File: src/rtl/ahb_master_arbiter_2to1.sv
// ---------------------------------------------------------------------------
// ahb_master_arbiter_2to1
//
// Two-master AHB-lite bus arbiter. M0 (CPU) and M1 (DMA/debug) each see a
// private AHB-lite slave port. The winning master's address phase passes
// straight through to the system bus in the same cycle. A losing master's
// address phase is captured into hold registers, and the master is stalled
// through Mx_HREADY until the held transfer is granted. HRESP is not
// supported, so every response is OKAY.
//
// Parameters
//   AW        address width
//   ARB_MODE  0 = round-robin between contenders, 1 = fixed priority (M0 wins)
//
// Ports
//   HCLK, HRESETn                clock, asynchronous active-low reset
//   Mx_HADDR/HTRANS/HWRITE/HSIZE master x address phase (x = 0, 1)
//   Mx_HWDATA                    master x write data
//   Mx_HREADY                    master x ready (stall while held or waited)
//   Mx_HRDATA                    read data, broadcast from S_HRDATA
//   S_HADDR/HTRANS/HWRITE/HSIZE  system bus address phase
//   S_HWDATA                     write data, muxed by the data-phase owner
//   S_HREADY, S_HRDATA           system bus ready / read data
//   arb_owner                    master driving the current address phase
//
// Optional feature (macro AHB_ARB_MASTLOCK_EN)
//   Adds M0_HMASTLOCK/M1_HMASTLOCK inputs and an S_HMASTLOCK output. A
//   master that issues a locked transfer keeps the bus until one of its
//   address phases with HMASTLOCK=0 completes. When the macro is undefined
//   these ports do not exist, and only burst locking (SEQ/BUSY) applies.
// ---------------------------------------------------------------------------
module ahb_master_arbiter_2to1 #(
    parameter int AW       = 32,
    parameter int ARB_MODE = 0
) (
    input  logic          HCLK,
    input  logic          HRESETn,
    input  logic [AW-1:0] M0_HADDR,
    input  logic [1:0]    M0_HTRANS,
    input  logic          M0_HWRITE,
    input  logic [2:0]    M0_HSIZE,
    input  logic [31:0]   M0_HWDATA,
    output logic          M0_HREADY,
    output logic [31:0]   M0_HRDATA,
    input  logic [AW-1:0] M1_HADDR,
    input  logic [1:0]    M1_HTRANS,
    input  logic          M1_HWRITE,
    input  logic [2:0]    M1_HSIZE,
    input  logic [31:0]   M1_HWDATA,
    output logic          M1_HREADY,
    output logic [31:0]   M1_HRDATA,
    output logic [AW-1:0] S_HADDR,
    output logic [1:0]    S_HTRANS,
    output logic          S_HWRITE,
    output logic [2:0]    S_HSIZE,
    output logic [31:0]   S_HWDATA,
    input  logic          S_HREADY,
    input  logic [31:0]   S_HRDATA,
`ifdef AHB_ARB_MASTLOCK_EN
    input  logic          M0_HMASTLOCK,
    input  logic          M1_HMASTLOCK,
    output logic          S_HMASTLOCK,
`endif
    output logic          arb_owner
);

    localparam logic [1:0] TR_IDLE   = 2'b00;
    localparam logic [1:0] TR_BUSY   = 2'b01;
    localparam logic [1:0] TR_SEQ    = 2'b11;

    typedef enum logic [1:0] {ST_IDLE, ST_HOLD, ST_DATA} state_e;

    // Master-side inputs gathered into arrays so that per-master logic can loop.
    logic [1:0][AW-1:0] m_addr;
    logic [1:0][1:0]    m_trans;
    logic [1:0]         m_write;
    logic [1:0][2:0]    m_size;

    assign m_addr  = {M1_HADDR,  M0_HADDR};
    assign m_trans = {M1_HTRANS, M0_HTRANS};
    assign m_write = {M1_HWRITE, M0_HWRITE};
    assign m_size  = {M1_HSIZE,  M0_HSIZE};

    state_e             state_q [2];
    state_e             state_d [2];
    logic [1:0][AW-1:0] hold_addr_q, hold_addr_d;
    logic [1:0][1:0]    hold_trans_q, hold_trans_d;
    logic [1:0]         hold_write_q, hold_write_d;
    logic [1:0][2:0]    hold_size_q, hold_size_d;

    logic arb_owner_q, arb_owner_d;
    logic data_owner_q, data_owner_d;
    logic last_win_q, last_win_d;

    // Address phase each master presents: held copy while in HOLD, live otherwise.
    logic [1:0][AW-1:0] pres_addr;
    logic [1:0][1:0]    pres_trans;
    logic [1:0]         pres_write;
    logic [1:0][2:0]    pres_size;
    logic [1:0]         m_rdy;
    logic [1:0]         req;

    logic [1:0] owner_trans;
    logic       burst_lock;
    logic       keep;
    logic       contested;
    logic       gnt;

`ifdef AHB_ARB_MASTLOCK_EN
    logic [1:0] m_lock;
    logic [1:0] hold_lock_q, hold_lock_d;
    logic [1:0] pres_lock;
    logic       lock_q, lock_d;

    assign m_lock = {M1_HMASTLOCK, M0_HMASTLOCK};
`endif

    always_comb begin
        m_rdy      = '1;
        req        = '0;
        pres_addr  = m_addr;
        pres_trans = m_trans;
        pres_write = m_write;
        pres_size  = m_size;
`ifdef AHB_ARB_MASTLOCK_EN
        pres_lock  = m_lock;
`endif
        for (int i = 0; i < 2; i++) begin
            unique case (state_q[i])
                ST_HOLD: m_rdy[i] = 1'b0;
                ST_DATA: m_rdy[i] = S_HREADY;
                default: m_rdy[i] = 1'b1;
            endcase
            if (state_q[i] == ST_HOLD) begin
                pres_addr[i]  = hold_addr_q[i];
                pres_trans[i] = hold_trans_q[i];
                pres_write[i] = hold_write_q[i];
                pres_size[i]  = hold_size_q[i];
`ifdef AHB_ARB_MASTLOCK_EN
                pres_lock[i]  = hold_lock_q[i];
`endif
            end
            req[i] = (state_q[i] == ST_HOLD) | (m_rdy[i] & m_trans[i][1]);
        end
    end

    // Arbitration is evaluated every cycle but only committed when S_HREADY=1.
    always_comb begin
        owner_trans = pres_trans[arb_owner_q];
        // An owner in the middle of a burst (SEQ/BUSY) must not be interrupted.
        burst_lock  = (owner_trans == TR_SEQ) || (owner_trans == TR_BUSY);
`ifdef AHB_ARB_MASTLOCK_EN
        keep        = burst_lock | lock_q;
`else
        keep        = burst_lock;
`endif
        contested   = req[0] & req[1];

        if (keep)           gnt = arb_owner_q;
        else if (contested) gnt = (ARB_MODE == 1) ? 1'b0 : ~last_win_q;
        else if (req[0])    gnt = 1'b0;
        else if (req[1])    gnt = 1'b1;
        else                gnt = arb_owner_q;

        arb_owner_d  = arb_owner_q;
        data_owner_d = data_owner_q;
        last_win_d   = last_win_q;
`ifdef AHB_ARB_MASTLOCK_EN
        lock_d       = lock_q;
`endif
        if (S_HREADY) begin
            arb_owner_d  = gnt;
            data_owner_d = gnt;
            // Only a real two-way decision moves the round-robin pointer.
            if (contested && !keep) last_win_d = gnt;
`ifdef AHB_ARB_MASTLOCK_EN
            lock_d       = pres_lock[gnt];
`endif
        end
    end

    // Per-master IDLE/HOLD/DATA next state and hold-register capture.
    always_comb begin
        hold_addr_d  = hold_addr_q;
        hold_trans_d = hold_trans_q;
        hold_write_d = hold_write_q;
        hold_size_d  = hold_size_q;
`ifdef AHB_ARB_MASTLOCK_EN
        hold_lock_d  = hold_lock_q;
`endif
        for (int i = 0; i < 2; i++) begin
            state_d[i] = state_q[i];
            unique case (state_q[i])
                ST_HOLD: begin
                    if (S_HREADY && gnt == 1'(i)) state_d[i] = ST_DATA;
                end
                ST_DATA, ST_IDLE: begin
                    // In DATA a new address is only taken once the current data
                    // phase completes. In IDLE the master's HREADY is already high.
                    if (state_q[i] == ST_IDLE || S_HREADY) begin
                        if (!m_trans[i][1]) begin
                            state_d[i] = ST_IDLE;
                        end else if (S_HREADY && gnt == 1'(i)) begin
                            state_d[i] = ST_DATA;
                        end else begin
                            state_d[i]      = ST_HOLD;
                            hold_addr_d[i]  = m_addr[i];
                            hold_trans_d[i] = m_trans[i];
                            hold_write_d[i] = m_write[i];
                            hold_size_d[i]  = m_size[i];
`ifdef AHB_ARB_MASTLOCK_EN
                            hold_lock_d[i]  = m_lock[i];
`endif
                        end
                    end
                end
                default: state_d[i] = ST_IDLE;
            endcase
        end
    end

    always_ff @(posedge HCLK or negedge HRESETn) begin
        if (!HRESETn) begin
            for (int i = 0; i < 2; i++) state_q[i] <= ST_IDLE;
            hold_addr_q  <= '0;
            hold_trans_q <= '0;
            hold_write_q <= '0;
            hold_size_q  <= '0;
            arb_owner_q  <= 1'b0;
            data_owner_q <= 1'b0;
            last_win_q   <= 1'b1;  // M1 counts as the last winner, so M0 goes first
`ifdef AHB_ARB_MASTLOCK_EN
            hold_lock_q  <= '0;
            lock_q       <= 1'b0;
`endif
        end else begin
            for (int i = 0; i < 2; i++) state_q[i] <= state_d[i];
            hold_addr_q  <= hold_addr_d;
            hold_trans_q <= hold_trans_d;
            hold_write_q <= hold_write_d;
            hold_size_q  <= hold_size_d;
            arb_owner_q  <= arb_owner_d;
            data_owner_q <= data_owner_d;
            last_win_q   <= last_win_d;
`ifdef AHB_ARB_MASTLOCK_EN
            hold_lock_q  <= hold_lock_d;
            lock_q       <= lock_d;
`endif
        end
    end

    // With no requester, drive IDLE and let the owner's live control signals through.
    assign S_HADDR   = pres_addr[gnt];
    assign S_HWRITE  = pres_write[gnt];
    assign S_HSIZE   = pres_size[gnt];
    assign S_HTRANS  = (req[gnt] | burst_lock) ? pres_trans[gnt] : TR_IDLE;
    assign S_HWDATA  = data_owner_q ? M1_HWDATA : M0_HWDATA;
    assign M0_HREADY = m_rdy[0];
    assign M1_HREADY = m_rdy[1];
    assign M0_HRDATA = S_HRDATA;
    assign M1_HRDATA = S_HRDATA;
    assign arb_owner = gnt;
`ifdef AHB_ARB_MASTLOCK_EN
    assign S_HMASTLOCK = pres_lock[gnt];
`endif

endmodule
File: config.mk
export PLATFORM = sky130hd
export DESIGN_NAME = ahb_master_arbiter_2to1
export DESIGN_NICKNAME = d
export VERILOG_FILES = /design/src/rtl/ahb_master_arbiter_2to1.sv
export SDC_FILE = /design/constraint.sdc
export NUM_CORES = 1
export LEC_CHECK = 0
export BUFFER_PORTS_ARGS = -buffer_cell sky130_fd_sc_hd__buf_2
export CAP_MARGIN = 10
export CORE_AREA = 4 4 120 122
export CTS_CLUSTER_SIZE = 25
export DETAILED_ROUTE_END_ITERATION = 7
export DIE_AREA = 0 0 124 126
export GPL_TIMING_DRIVEN = 0
export PLACE_DENSITY = 0.74
export SETUP_SLACK_MARGIN = 0.15
export SKIP_CTS_REPAIR_TIMING = 1
export SLEW_MARGIN = 20
export SYNTH_ARGS = -nofsm -noshare
export SYNTH_HDL_FRONTEND = slang
export SYNTH_SLANG_ARGS = --single-unit
File: constraint.sdc
create_clock -name HCLK -period 4.4 [get_ports HCLK]
set_input_delay 0.44 -clock HCLK [delete_from_list [all_inputs] [get_ports HCLK]]
set_output_delay 0.44 -clock HCLK [all_outputs]
set_load 0.02 [all_outputs]
# [Word-level counts from Yosys, hierarchy flattened]
# Cells that the tools add are included.
[word_totals] ff_bits=82 inputBits=175 word_cells=88
[classes] n_lt_le_gt_ge=2 n_eq_ne=10 n_mux=38 bitwise_logic=10 n_reduce_logical=16
[ops] operator="2-to-1 mux 32 bit" n=5
[ops] operator="2-to-1 mux 2 bit" n=15
[ops] operator="2-to-1 mux 3 bit" n=4
[ops] operator="2-to-1 mux 1 bit" n=10
[ops] operator="case mux 2 bit (2 select lines)" n=2
[ops] operator="AND reduction 4 bit" n=2
[ops] operator="equality test 2 x 1 -> 1 bit (second input constant)" n=3
[ops] operator="equality test 2 bit (second input constant)" n=3
[ops] operator="AND reduction 2 bit" n=3
[ops] operator="logical NOT 2 bit" n=2
[ops] operator="less-than comparator 1 x 2 -> 1 bit (second input constant)" n=2
[ops] operator="inequality test 2 x 1 -> 1 bit (second input constant)" n=2
[ops] operator="inequality test 2 bit (second input constant)" n=2
[ops] operator="inverter 1 bit" n=4
[ops] operator="case mux 1 bit (2 select lines)" n=2
[ops] operator="OR reduction 2 bit" n=2
[ops] operator="bitwise AND 1 bit" n=3
[ops] operator="logical AND 1 bit" n=3
[ops] operator="logical OR 1 bit" n=3
[ops] operator="OR 1 bit" n=3
[ops] operator="logical NOT 1 bit" n=1

# [Logic depth before layout (Yosys ltp)]
[logic_depth] ltp_word=14 ltp_mapped=8 mapped_depth_nobuf=6

# [Least setup slack after synthesis]
# No wires, ideal clock.
[synth_timing] kind="reg-to-output" from="register state_q[2] (netlist name)" to="output S_HADDR[10]" arrival_ns=2.555 slack_ns=1.405 stages_incl_launch_ff=9 path_cell_list="dfrtp_1 > nor2b_1 > buf_2 > mux2_4 > a222oi_1 > nor2_1 > buf_2 > buf_2 > mux2i_1"
[synth_between] elab_chain_len=9
[synth_rtl] item="start: declaration" line="84" rtl="state_e state_q [2];"
[synth_rtl] item="equality test 2 bit / equality test 2 x 1 -> 1 bit (equally long branches)" line="129, 134, 143"
[synth_rtl] item="case mux 1 bit (2 select lines) / 2-to-1 mux 2 bit (equally long branches)" line="129, 134"
[synth_rtl] item="bitwise AND 1 bit / 2-to-1 mux 2 bit (equally long branches)" line="143, 149"
[synth_rtl] item="OR 1 bit / 2-to-1 mux 2 bit (equally long branches)" line="143, 149"
[synth_rtl] item="2-to-1 mux 1 bit, or another cell as far along" line="161" rtl="else if (req[0]) gnt = 1'b0;"
[synth_rtl] item="2-to-1 mux 1 bit / logical OR 1 bit (equally long branches)" line="160, 151"
[synth_rtl] item="2-to-1 mux 1 bit" line="159" rtl="if (keep) gnt = arb_owner_q;"
[synth_rtl] item="2-to-1 mux 32 bit (implied by the code) * (2 in a row)" line="253" rtl="assign S_HADDR = pres_addr[gnt];"
[synth_rtl] item="end: declaration" line="52" rtl="output logic [AW-1:0] S_HADDR,"
# Every way passes the cells marked *; elsewhere a longest branch is shown, timed or not. The select of a mux whose other input is x is not followed.

# [Worst setup path after layout]
[layout_timing] from="register state_q[2] (netlist name)" to="output S_HSIZE[1]"
[layout_between] elab_chain_len=9
[layout_rtl] item="equality test 2 bit / equality test 2 x 1 -> 1 bit (equally long branches)" line="129, 134, 143"
[layout_rtl] item="case mux 1 bit (2 select lines) / 2-to-1 mux 2 bit (equally long branches)" line="129, 134"
[layout_rtl] item="bitwise AND 1 bit / 2-to-1 mux 2 bit (equally long branches)" line="143, 149"
[layout_rtl] item="OR 1 bit / 2-to-1 mux 2 bit (equally long branches)" line="143, 149"
[layout_rtl] item="2-to-1 mux 1 bit, or another cell as far along" line="161"
[layout_rtl] item="2-to-1 mux 1 bit / logical OR 1 bit (equally long branches)" line="160, 151"
[layout_rtl] item="2-to-1 mux 1 bit" line="159"
[layout_rtl] item="2-to-1 mux 3 bit (implied by the code) * (2 in a row)" line="255" rtl="assign S_HSIZE = pres_size[gnt];"
[layout_rtl] item="end: declaration" line="55" rtl="output logic [2:0] S_HSIZE,"
# Marked as above.

==> impl_metrics.toml <==
[detailed_routing]
first_iter_violations = 138
totalWireLength_um = 17000
vias_per_cell = 4.86
vias = 4454
wire_per_inst_um = 18.5
drc = 0
dr.pass1.iters = 5
drtAntennaViolNets = 0

[timing]
finalClockSkew_ns = 0.00510
tns_ns = 0
tightest_slew_ns = 0.840
max_freq_mhz = 269
hold_viol_final = 0
slew_headroom_pct = 44.0
finalCritPeriodShare_pct = 84.6
rsz0062_at_grt = "no"
holdWs_ns = 0.0564
fin_crit_ns = 3.72
finalSetupViolations = 0
final_max_slew_viol_count = 0

[layout]
final_common_cell = "buf_2"
layout_common_cells = "buf_2 (286), mux2i_1 (110), dfrtp_1 (81)"
area_growth_syn_to_layout_pct = 36.5
nets = 909
drive_above_1_share_pct = 59.9

[place]
numPortBuffers = 279
gp_congestion = 0.824
hpwlAfterDp_um = 14400

[setup_path]
worstPathCellList = "nor2b_1, buf_2, mux2_4, a222oi_1, nor2_1, buf_2, buf_2, mux2i_1, buf_2"
cp_slowest_cell = "a222oi_1"
crit_path_frequent_cell = "buf_2"
crit_type = "reg -> out"
rr_startpoint = "state_q[2]"
worstPathMaxFanout = 10
worst_setup_path_start_kind = "register"
slowest_delay_ns = 0.77
crit_path_start = "state_q[2]"
worstPathArrival_ns = 3.28
worst_ep_required_time_ns = 3.96
cp-end-kind = "output port"

[floorplanning]
start_util_pct = 40.1
ios = 312
die_x_um = 124
fp.dieArea_um2 = 15600
core_region_area_um2 = 13200
rows = 42
die_y_um = 126

[job]
cap_viol_max_count = 0

[pwr]
max-vdd-ir-drop_mv = 0.437
power_mw = 5.16
power_density_nw_per_um2 = 715
p_leak_nw = 3.68

[grt]
grt_max_degree = 48
grt_first_pass_wirelength_um = 24900
overflow = 0
antenna_found_initial = 9
grt_pass1_vias = 4629
grt_util_all_layers_pct = 20.7

[synth]
synth_async_sr_flop_share_pct = 100
netlist_area_um2 = 5290
syn_area_per_cell_um2 = 11.9
ys_warn_count = 0
ys_types = 33
ys.flop_type = "dfrtp_1"
synth_fp_nets = 618
netlist_instances = 443
ys_ff_latch = 82
seq_area_frac_synth_pct = 38.8
synth_edf_count = 0

[clock_tree]
tritoncts = "done"
cts_made_buffers = 9
cts_sinks = 82
clkLatencyLatePin_ns = 0.33
max-clock-path-buffers = 2
path_clk_slew_ns = 0.06
htreeDepth = 3
root_buffer = "clkbuf_16"

[status]
status = "completed"

[worst_hold_path]
min_path_type = "in -> async"
registers in the layout, indices dropped and copies added, names as in the netlist:
name,cells
data_owner_q,1
hold_size_q,6
hold_addr_q,64
hold_trans_q,4
hold_write_q,2
state_q,4
last_win_q,1
synth_stat cells, drive strengths merged, types with 2 or more instances:
library cell / count / area share [%]
or2: 2 / 0.24
dfrtp: 81 / 38
buf: 81 / 11
o31ai: 2 / 0.28
mux2: 109 / 23
inv: 3 / 0.21
nor2b: 3 / 0.35
nand2: 3 / 0.21
nand2b: 5 / 0.59
nor3: 2 / 0.19
a221oi: 2 / 0.33
o21ai: 6 / 0.57
nor2: 10 / 0.71
clkbuf: 10 / 0.71
a21o: 2 / 0.28
mux2i: 110 / 21
a21oi: 3 / 0.28
critical path, delay by kind of cell (launching register included):
family / cells / cell delay [ns]
buffers and inverters: 4 / 0.93
AO/OA/AOI/OAI: 1 / 0.77
multiplexers: 2 / 0.54
flip-flops: 1 / 0.42
AND/OR/NAND/NOR: 2 / 0.28
metal layers:
| metal | track usage [%] | wire (um) | vias to the layer above |
|---|---|---|---|
| li1 | - | - | 2105 |
| met1 | 21.6 | 5840 | 2115 |
| met2 | 39.4 | 9100 | 189 |
| met3 | 6.28 | 1670 | 33 |
| met4 | 5.41 | 309 | 12 |
| met5 | 0 | 63 | - |
worst paths after layout:
kind	endpoint	slack, ns	depth (start not counted)
hold / removal	hold_addr_q[51]	0.06	1
max in group asynchronous	last_win_q	3.70	2
setup / recovery	S_HSIZE[1]	0.68	9
hold reg to reg	hold_trans_q[1]	0.47	1
setup reg to reg	hold_addr_q[18]	1.32	8
min in group HCLK	hold_addr_q[26]	0.34	2
metrics by stage:
step	instances	area (um2)	worst slack (ns)	utilization (%)
2_1_floorplan	443	5290	1.40	-
3_3_place_gp	898	6900	1.08	52.3
3_5_place_dp	899	6930	1.03	52.6
4_1_cts	915	7220	0.679	54.7
5_1_grt	916	7220	0.470	54.7
6_report	916	7220	0.676	54.7
final cells by class:
type | count | area, um2
sequential | 82 | 2050
buffer | 91 | 611
clock inverter | 4 | 26.3
inverter | 3 | 11.3
clock buffer | 12 | 256
timing repair buffer | 280 | 1430
multi-input combinational | 267 | 2610
tap | 176 | 220
fill | 1170 | 5970
antenna | 1 | 2.50
report_power, final:
part / switching (mW) / internal [mW]
Combinational: 1.74 / 1.39
Sequential: 0.196 / 1.14
Clock: 0.295 / 0.412
Total: 2.23 / 2.93
kinds of logic after synthesis:
kind of cell           Yosys count  synth area share [%]
muxes                          219                  44.1
and+or+nand+nor                 27                  2.53
DFF                             82                  38.8
AOI/OAI and AO/OA               21                  2.77
buffers and inverters           94                  11.8
Note: power is estimated with default switching activity, not from simulation.
